$ cat src/rtl/clk_timeout_monitor.sv
// rtl/clk_timeout_monitor.sv - glitch-filtered sticky timeout status with 4-phase alert handshake
module clk_timeout_monitor #(
  parameter int unsigned NumClk  = 4,
  parameter int unsigned FiltCnt = 3
) (
  input  logic              clk_i,
  input  logic              rst_ni,
  input  logic [NumClk-1:0] en_i,
  input  logic [NumClk-1:0] timeout_i,
  input  logic [NumClk-1:0] clr_i,
  output logic [NumClk-1:0] status_o,
  output logic              any_timeout_o,
  output logic              alert_req_o,
  input  logic              alert_ack_i
);

  // Counter must hold values 0..FiltCnt.
  localparam int unsigned CntW = (FiltCnt + 1 <= 2) ? 1 : $clog2(FiltCnt + 1);
  localparam logic [CntW-1:0] FiltMax = CntW'(FiltCnt);

  typedef enum logic [1:0] {
    StIdle = 2'd0,
    StReq  = 2'd1,
    StDrop = 2'd2
  } state_e;

  logic [CntW-1:0]   cnt_q [NumClk];
  logic [NumClk-1:0] qual;
  logic [NumClk-1:0] status_q;
  logic              new_evt;
  logic              pending_q;
  state_e            state_q;

  // Per-channel saturating run-length counter of enabled high samples.
  always_ff @(posedge clk_i or negedge rst_ni) begin
    if (!rst_ni) begin
      for (int unsigned k = 0; k < NumClk; k++) begin
        cnt_q[k] <= '0;
      end
    end else begin
      for (int unsigned k = 0; k < NumClk; k++) begin
        if (en_i[k] && timeout_i[k]) begin
          if (cnt_q[k] != FiltMax) begin
            cnt_q[k] <= cnt_q[k] + CntW'(1);
          end
        end else begin
          cnt_q[k] <= '0;
        end
      end
    end
  end

  // Qualified level: the counter has seen FiltCnt consecutive highs.
  always_comb begin
    qual = '0;
    for (int unsigned k = 0; k < NumClk; k++) begin
      qual[k] = (cnt_q[k] == FiltMax);
    end
  end

  // Sticky status; a qualified timeout overrides a simultaneous clear.
  always_ff @(posedge clk_i or negedge rst_ni) begin
    if (!rst_ni) begin
      status_q <= '0;
    end else begin
      status_q <= qual | (status_q & ~clr_i);
    end
  end

  // A channel whose status bit is about to rise is a new event.
  assign new_evt = |(qual & ~status_q);

  // Alert handshake FSM with coalescing pending flag; new events win over consume.
  always_ff @(posedge clk_i or negedge rst_ni) begin
    if (!rst_ni) begin
      state_q     <= StIdle;
      pending_q   <= 1'b0;
      alert_req_o <= 1'b0;
    end else begin
      case (state_q)
        StIdle: begin
          if (pending_q) begin
            state_q     <= StReq;
            alert_req_o <= 1'b1;
            pending_q   <= new_evt;
          end else begin
            pending_q   <= new_evt;
          end
        end
        StReq: begin
          if (new_evt) pending_q <= 1'b1;
          if (alert_ack_i) begin
            state_q     <= StDrop;
            alert_req_o <= 1'b0;
          end
        end
        StDrop: begin
          if (new_evt) pending_q <= 1'b1;
          if (!alert_ack_i) begin
            state_q <= StIdle;
          end
        end
        default: begin
          state_q     <= StIdle;
          alert_req_o <= 1'b0;
          pending_q   <= 1'b0;
        end
      endcase
    end
  end

  assign status_o      = status_q;
  assign any_timeout_o = |status_q;

endmodule

$ cat config.mk
export PLATFORM = sky130hd
export DESIGN_NAME = clk_timeout_monitor
export DESIGN_NICKNAME = d
export VERILOG_FILES = /design/src/rtl/clk_timeout_monitor.sv
export SDC_FILE = /design/constraint.sdc
export NUM_CORES = 1
export LEC_CHECK = 0
export ABC_AREA = 1
export BUFFER_PORTS_ARGS = -buffer_cell sky130_fd_sc_hd__buf_2
export CAP_MARGIN = 25
export CORE_ASPECT_RATIO = 1.1
export CORE_MARGIN = 2
export CORE_UTILIZATION = 48
export CTS_BUF_LIST = sky130_fd_sc_hd__clkbuf_8
export DETAILED_ROUTE_END_ITERATION = 6
export GPL_ROUTABILITY_DRIVEN = 0
export PLACE_DENSITY_LB_ADDON = 0.3
export RECOVER_POWER = 100
export SLEW_MARGIN = 20
export SYNTH_ARGS = -nofsm -noshare
export SYNTH_HDL_FRONTEND = slang
export SYNTH_SLANG_ARGS = --single-unit
export TNS_END_PERCENT = 5
$ cat constraint.sdc
create_clock -name clk_i -period 1.1 [get_ports clk_i]
set_input_delay 0.165 -clock clk_i [delete_from_list [all_inputs] [get_ports clk_i]]
set_output_delay 0.165 -clock clk_i [all_outputs]
set_load 0.005 [all_outputs]
[Word-level counts from Yosys, hierarchy flattened]
Cells that the tools add are included.
Widths: inputs -> output; s select.
Storage, ports and cells
  input bits: 15
  register bits after elaboration: 16
Operators by class
  multiplexer cells: 17
  equal/unequal tests: 18
  $add $sub $neg: 4
  bitwise logic cells: 6
  reductions and logical operators: 10
Operators by type and width (count)
  $mux 2: 11
  $ne 2x2->1 const B: 7
  $eq 2x2->1 const B: 5
  $ne 2x1->1 const B: 5
  $add 2x1->2 const B: 4
  $and 4x4->4: 2
  $not 4->4: 2
  $reduce_or 4->1: 2
  $pmux 2 s3: 1
  $reduce_and 3->1: 2
  $logic_and 1x1->1: 4
  $or 4x4->4: 1
  $mux 1: 3
  $pmux 1 s3: 1
  $eq 2x1->1 const B: 1
  $logic_not 2->1: 1
  $pmux 1 s2: 1
  $reduce_or 2->1: 1
  $not 1->1: 1

[Logic depth before layout (Yosys ltp)]
  depth in word-level cells: 5
  gate-level depth with buffers: 6
  depth with buffers taken out: 6

[Worst setup path after synthesis]
OpenSTA, ideal clock, no wires.
  kind: register to register
  start: register state_q[0]
  end: register pending_q
  clock period less this slack: 1.171 ns
  arrival: 1.051 ns
  slack: -0.071 ns
  required time: 0.979 ns
  stages on the path, launching flop included: 7
  library setup time: 0.121 ns
  cell sequence: dfrtp_1 inv_1 ha_1 nand2_1 inv_1 nor3_1 nor2_1
Between the ends
  cells in the longest elaborated chain, start to end: 3
Ends and longest elaborated chain
  start: declaration: RTL line 32  | state_e state_q;
  start signal: assignment: RTL line 76  | state_q <= StIdle;
  start signal: assignment: RTL line 83  | state_q <= StReq;
  start signal: assignment: RTL line 93  | state_q <= StDrop;
  $eq 2x2->1 / $eq 2x1->1 (equally long branches): RTL line 80  | case (state_q)
  $reduce_or 2->1 (no line)
  $pmux 1 s2 / $ne 2x1->1 (equally long branches)
  end signal: assignment: RTL line 85  | pending_q <= new_evt;
  end signal: assignment: RTL line 87  | pending_q <= new_evt;
  end: declaration: RTL line 31  | logic pending_q;
Parallel ways exist; a longest one is shown, timed or not.
A chain may end at the register's enable or synchronous reset.

[Worst setup path in the final report]
  start: register state_q[1]
  end: register state_q[0]
Between the ends
  cells in the longest elaborated chain, start to end: 3
Ends and longest elaborated chain (RTL line)
  $eq 2x2->1, or another cell as far along: 80
  $ne 2x2->1 (no line)
  $reduce_and 3->1 (no line)
Parallel ways exist; a longest one is shown, timed or not.

==> results.sh <==
export IMPL_maxSlewViolCount=0
export IMPL_via_per_inst=4.845
export IMPL_portBuffers=20
export IMPL_cp_end_kind="register"
export IMPL_dieArea_sq_mm=0.002077
export IMPL_worstPathRequired_ns=1.26
export IMPL_worst_slew_pin_slew_ns=0.4068
export IMPL_routedWlPerCell_um=12.04
export IMPL_power_switching_mw=0.8679
export IMPL_grt_use_met1_pct=21.05
export IMPL_min_path_type="input port to register"
export IMPL_fillCellCount=110
export IMPL_crit_arrival_ns=1.32
export IMPL_drive_above_1_share_pct=49.60
export IMPL_fp_dieW_um=43.64
export IMPL_busiest_layer="met2"
export IMPL_crit_type="register to register"
export IMPL_grt_met3_usage_pct=3.774
export IMPL_min_period_over_period_pct=105.2
export IMPL_worst_setup_path_start_kind="register"
export IMPL_cts_buffers=3
export IMPL_switching_share_pct=36.31
export IMPL_p_leak_nw=0.6414
export IMPL_reg2reg_slack_ns=-0.06
export IMPL_floorplan_core_area_sq_mm=0.001595
export IMPL_final_cell_mix="buf_2, dfrtp_1, nand2_1"
export IMPL_powerDensity_mw_per_mm2=1974
export IMPL_diodes=0
export IMPL_timing_fmax_ghz=0.8644
export IMPL_syn_area_sq_um=829.5
export IMPL_clkPwrFrac_pct=21.7
export IMPL_maxCapViolations=0
export IMPL_status="finished with violations"
export IMPL_grt_start_max_net_pins=17
export IMPL_place_area_sq_mm=0.001008
export IMPL_cts_root_buf="clkbuf_8"
export IMPL_antenna_found_initial=0
export IMPL_yosys_warnings=0
export IMPL_comb_power_share_pct=45.8
export IMPL_netlist_instances=87
export IMPL_track_usage_pct=18.16
export IMPL_clock_skew_ns=0.0006752
export IMPL_synth_cell_type_count=17
export IMPL_die_y_um=47.60
export IMPL_clockBufferDepth=2
export IMPL_timing_final_crit_period_ns=1.157
export IMPL_ys_seq_area_share_pct=48.27
export IMPL_sequentialPowerShare_pct=32.5
export IMPL_cts_tree="done"
export IMPL_num_rows=15
export IMPL_avgSynthCellArea_sq_um=9.535
export IMPL_drc=0
export IMPL_start_util_pct=52.00
export IMPL_first_pass_iters=3
export IMPL_use_met2_pct=31.47
export IMPL_final_area_sq_mm=0.001211
export IMPL_setup_viol=4
export IMPL_worst_slack_ns=-0.05692
export IMPL_hold_viol_final=0
export IMPL_p_int_mw=1.523
export IMPL_num_nets_final=151
export IMPL_synth_seq_cells=16
export IMPL_syn_to_final_growth_pct=46.00
export IMPL_grt_pass1_vias=627
export IMPL_antenna_left=0
export IMPL_final_common_cell="buf_2"
export IMPL_clock_latency_ns=0.25
export IMPL_wirelength_um=1710
export IMPL_io_pins=21
export IMPL_syn_nets=112
export IMPL_path_clk_slew_ns=0.06
export IMPL_violations="negative setup slack"
export IMPL_max_slew_margin_pct=72.88
export IMPL_cts_htree_levels=1
export IMPL_crit_fanout=4
export IMPL_cts_sinks=16
export IMPL_hpwl_um=1163
export IMPL_multi_input_area_sq_um=485.5
export IMPL_rsz0062_at_grt="true"
export IMPL_drtIter0Drc=5
export IMPL_regArea_sq_um=402.9
export IMPL_grt_pass1_wl_um=2601
export IMPL_grt_overflow=0
export IMPL_vias=688
export IMPL_ir_drop_mv=1.451
export IMPL_whs_ns=0.1006
power by group through the flow:
stage                     clock network (mW)  registers [mW]  logic, mW
after global placement                     0           0.745      0.629
after global routing                   0.559           0.786       1.20
final                                  0.519           0.778       1.09
after floorplan                            0           0.739      0.457
after CTS                              0.537           0.734      0.779
after detailed placement                   0           0.752      0.677
cells by family after synthesis:
| kind of cell | synth area share (%) |
|---|---|
| buffers and inverters | 4.977 |
| xor gates and xnor gates | 4.223 |
| adders and majority gates | 15.08 |
| DFF | 48.26 |
| AOI/OAI and AO/OA | 5.730 |
| muxes | 3.620 |
| and+or+nand+nor | 18.10 |
layout make-up:
type                    count  share of cell area (%)
clock buffers               4                   4.545
inverters                  11                   3.822
multi-input cells          60                   40.08
flip-flops and latches     16                   33.26
well taps                  17                   1.756
repair buffers             34                   16.53
metal layers:
| metal | wire (um) | share of wire [%] |
|---|---|---|
| met1 | 725 | 42 |
| met2 | 884 | 52 |
| met3 | 69 | 4.0 |
| met4 | 30 | 1.8 |
| met5 | 0 | 0 |
sequential cells by signal, indices dropped and copies added, names as in the netlist:
name / cells
cnt_q: 8
status_o: 4
state_q: 2
alert_req_o: 1
pending_q: 1
synthesized netlist by cell type:
cell type | number | area share (%)
nand2_1 | 16 | 7.2
nand2_2 | 1 | 0.75
o21ai_1 | 1 | 0.60
nand4_1 | 1 | 0.75
nor2_2 | 1 | 0.75
xor2_1 | 4 | 4.2
o21bai_1 | 3 | 2.7
nand3b_1 | 1 | 0.91
a21oi_1 | 3 | 1.8
o21ai_0 | 1 | 0.60
nand3_2 | 1 | 1.2
ha_1 | 10 | 15
nor3_1 | 1 | 0.60
nor2_1 | 13 | 5.9
mux2i_1 | 3 | 3.6
inv_1 | 11 | 5.0
dfrtp_1 | 16 | 48
metrics by stage:
step           power [mW]  setup TNS, ns  utilization [%]  setup slack, ns  instances
2_1_floorplan       1.196              0                -         0.008032         87
3_3_place_gp        1.374      -0.007970            63.22        -0.004462        130
3_5_place_dp        1.429        -0.1030            63.22         -0.04840        130
4_1_cts             2.050       -0.01465            71.22        -0.008457        142
5_1_grt             2.548        -0.3909            75.92          -0.1047        142
6_report            2.391        -0.1073            75.92         -0.05692        142
path summary, 6_finish.rpt:
kind,startpoint,to,cells after the start
max,state_q[1],state_q[0],6
min in group asynchronous,rst_ni,state_q[1],2
min,clr_i[0],status_o[0],2
max in group asynchronous,rst_ni,state_q[0],2
min reg2reg,alert_req_o,alert_req_o,2
max reg2reg,state_q[1],state_q[0],6
what timing repair did:
action	CTS	global route
buffers inserted	7	0
endpoints found under the setup margin	5	10
hold buffers	1	0
resized for setup	7	24
hold endpoints to repair	16	0
cloned	0	0
pin swaps	2	8
worst max-delay path: stages (launching register included):
cell and delay (ns):
dfrtp_2 0.45, inv_4 0.10, ha_4 0.16, nand2_4 0.06
nand3_4 0.12, nor2_4 0.05, a21oi_2 0.13
No activity file was read; power rests on OpenSTA's default activity.
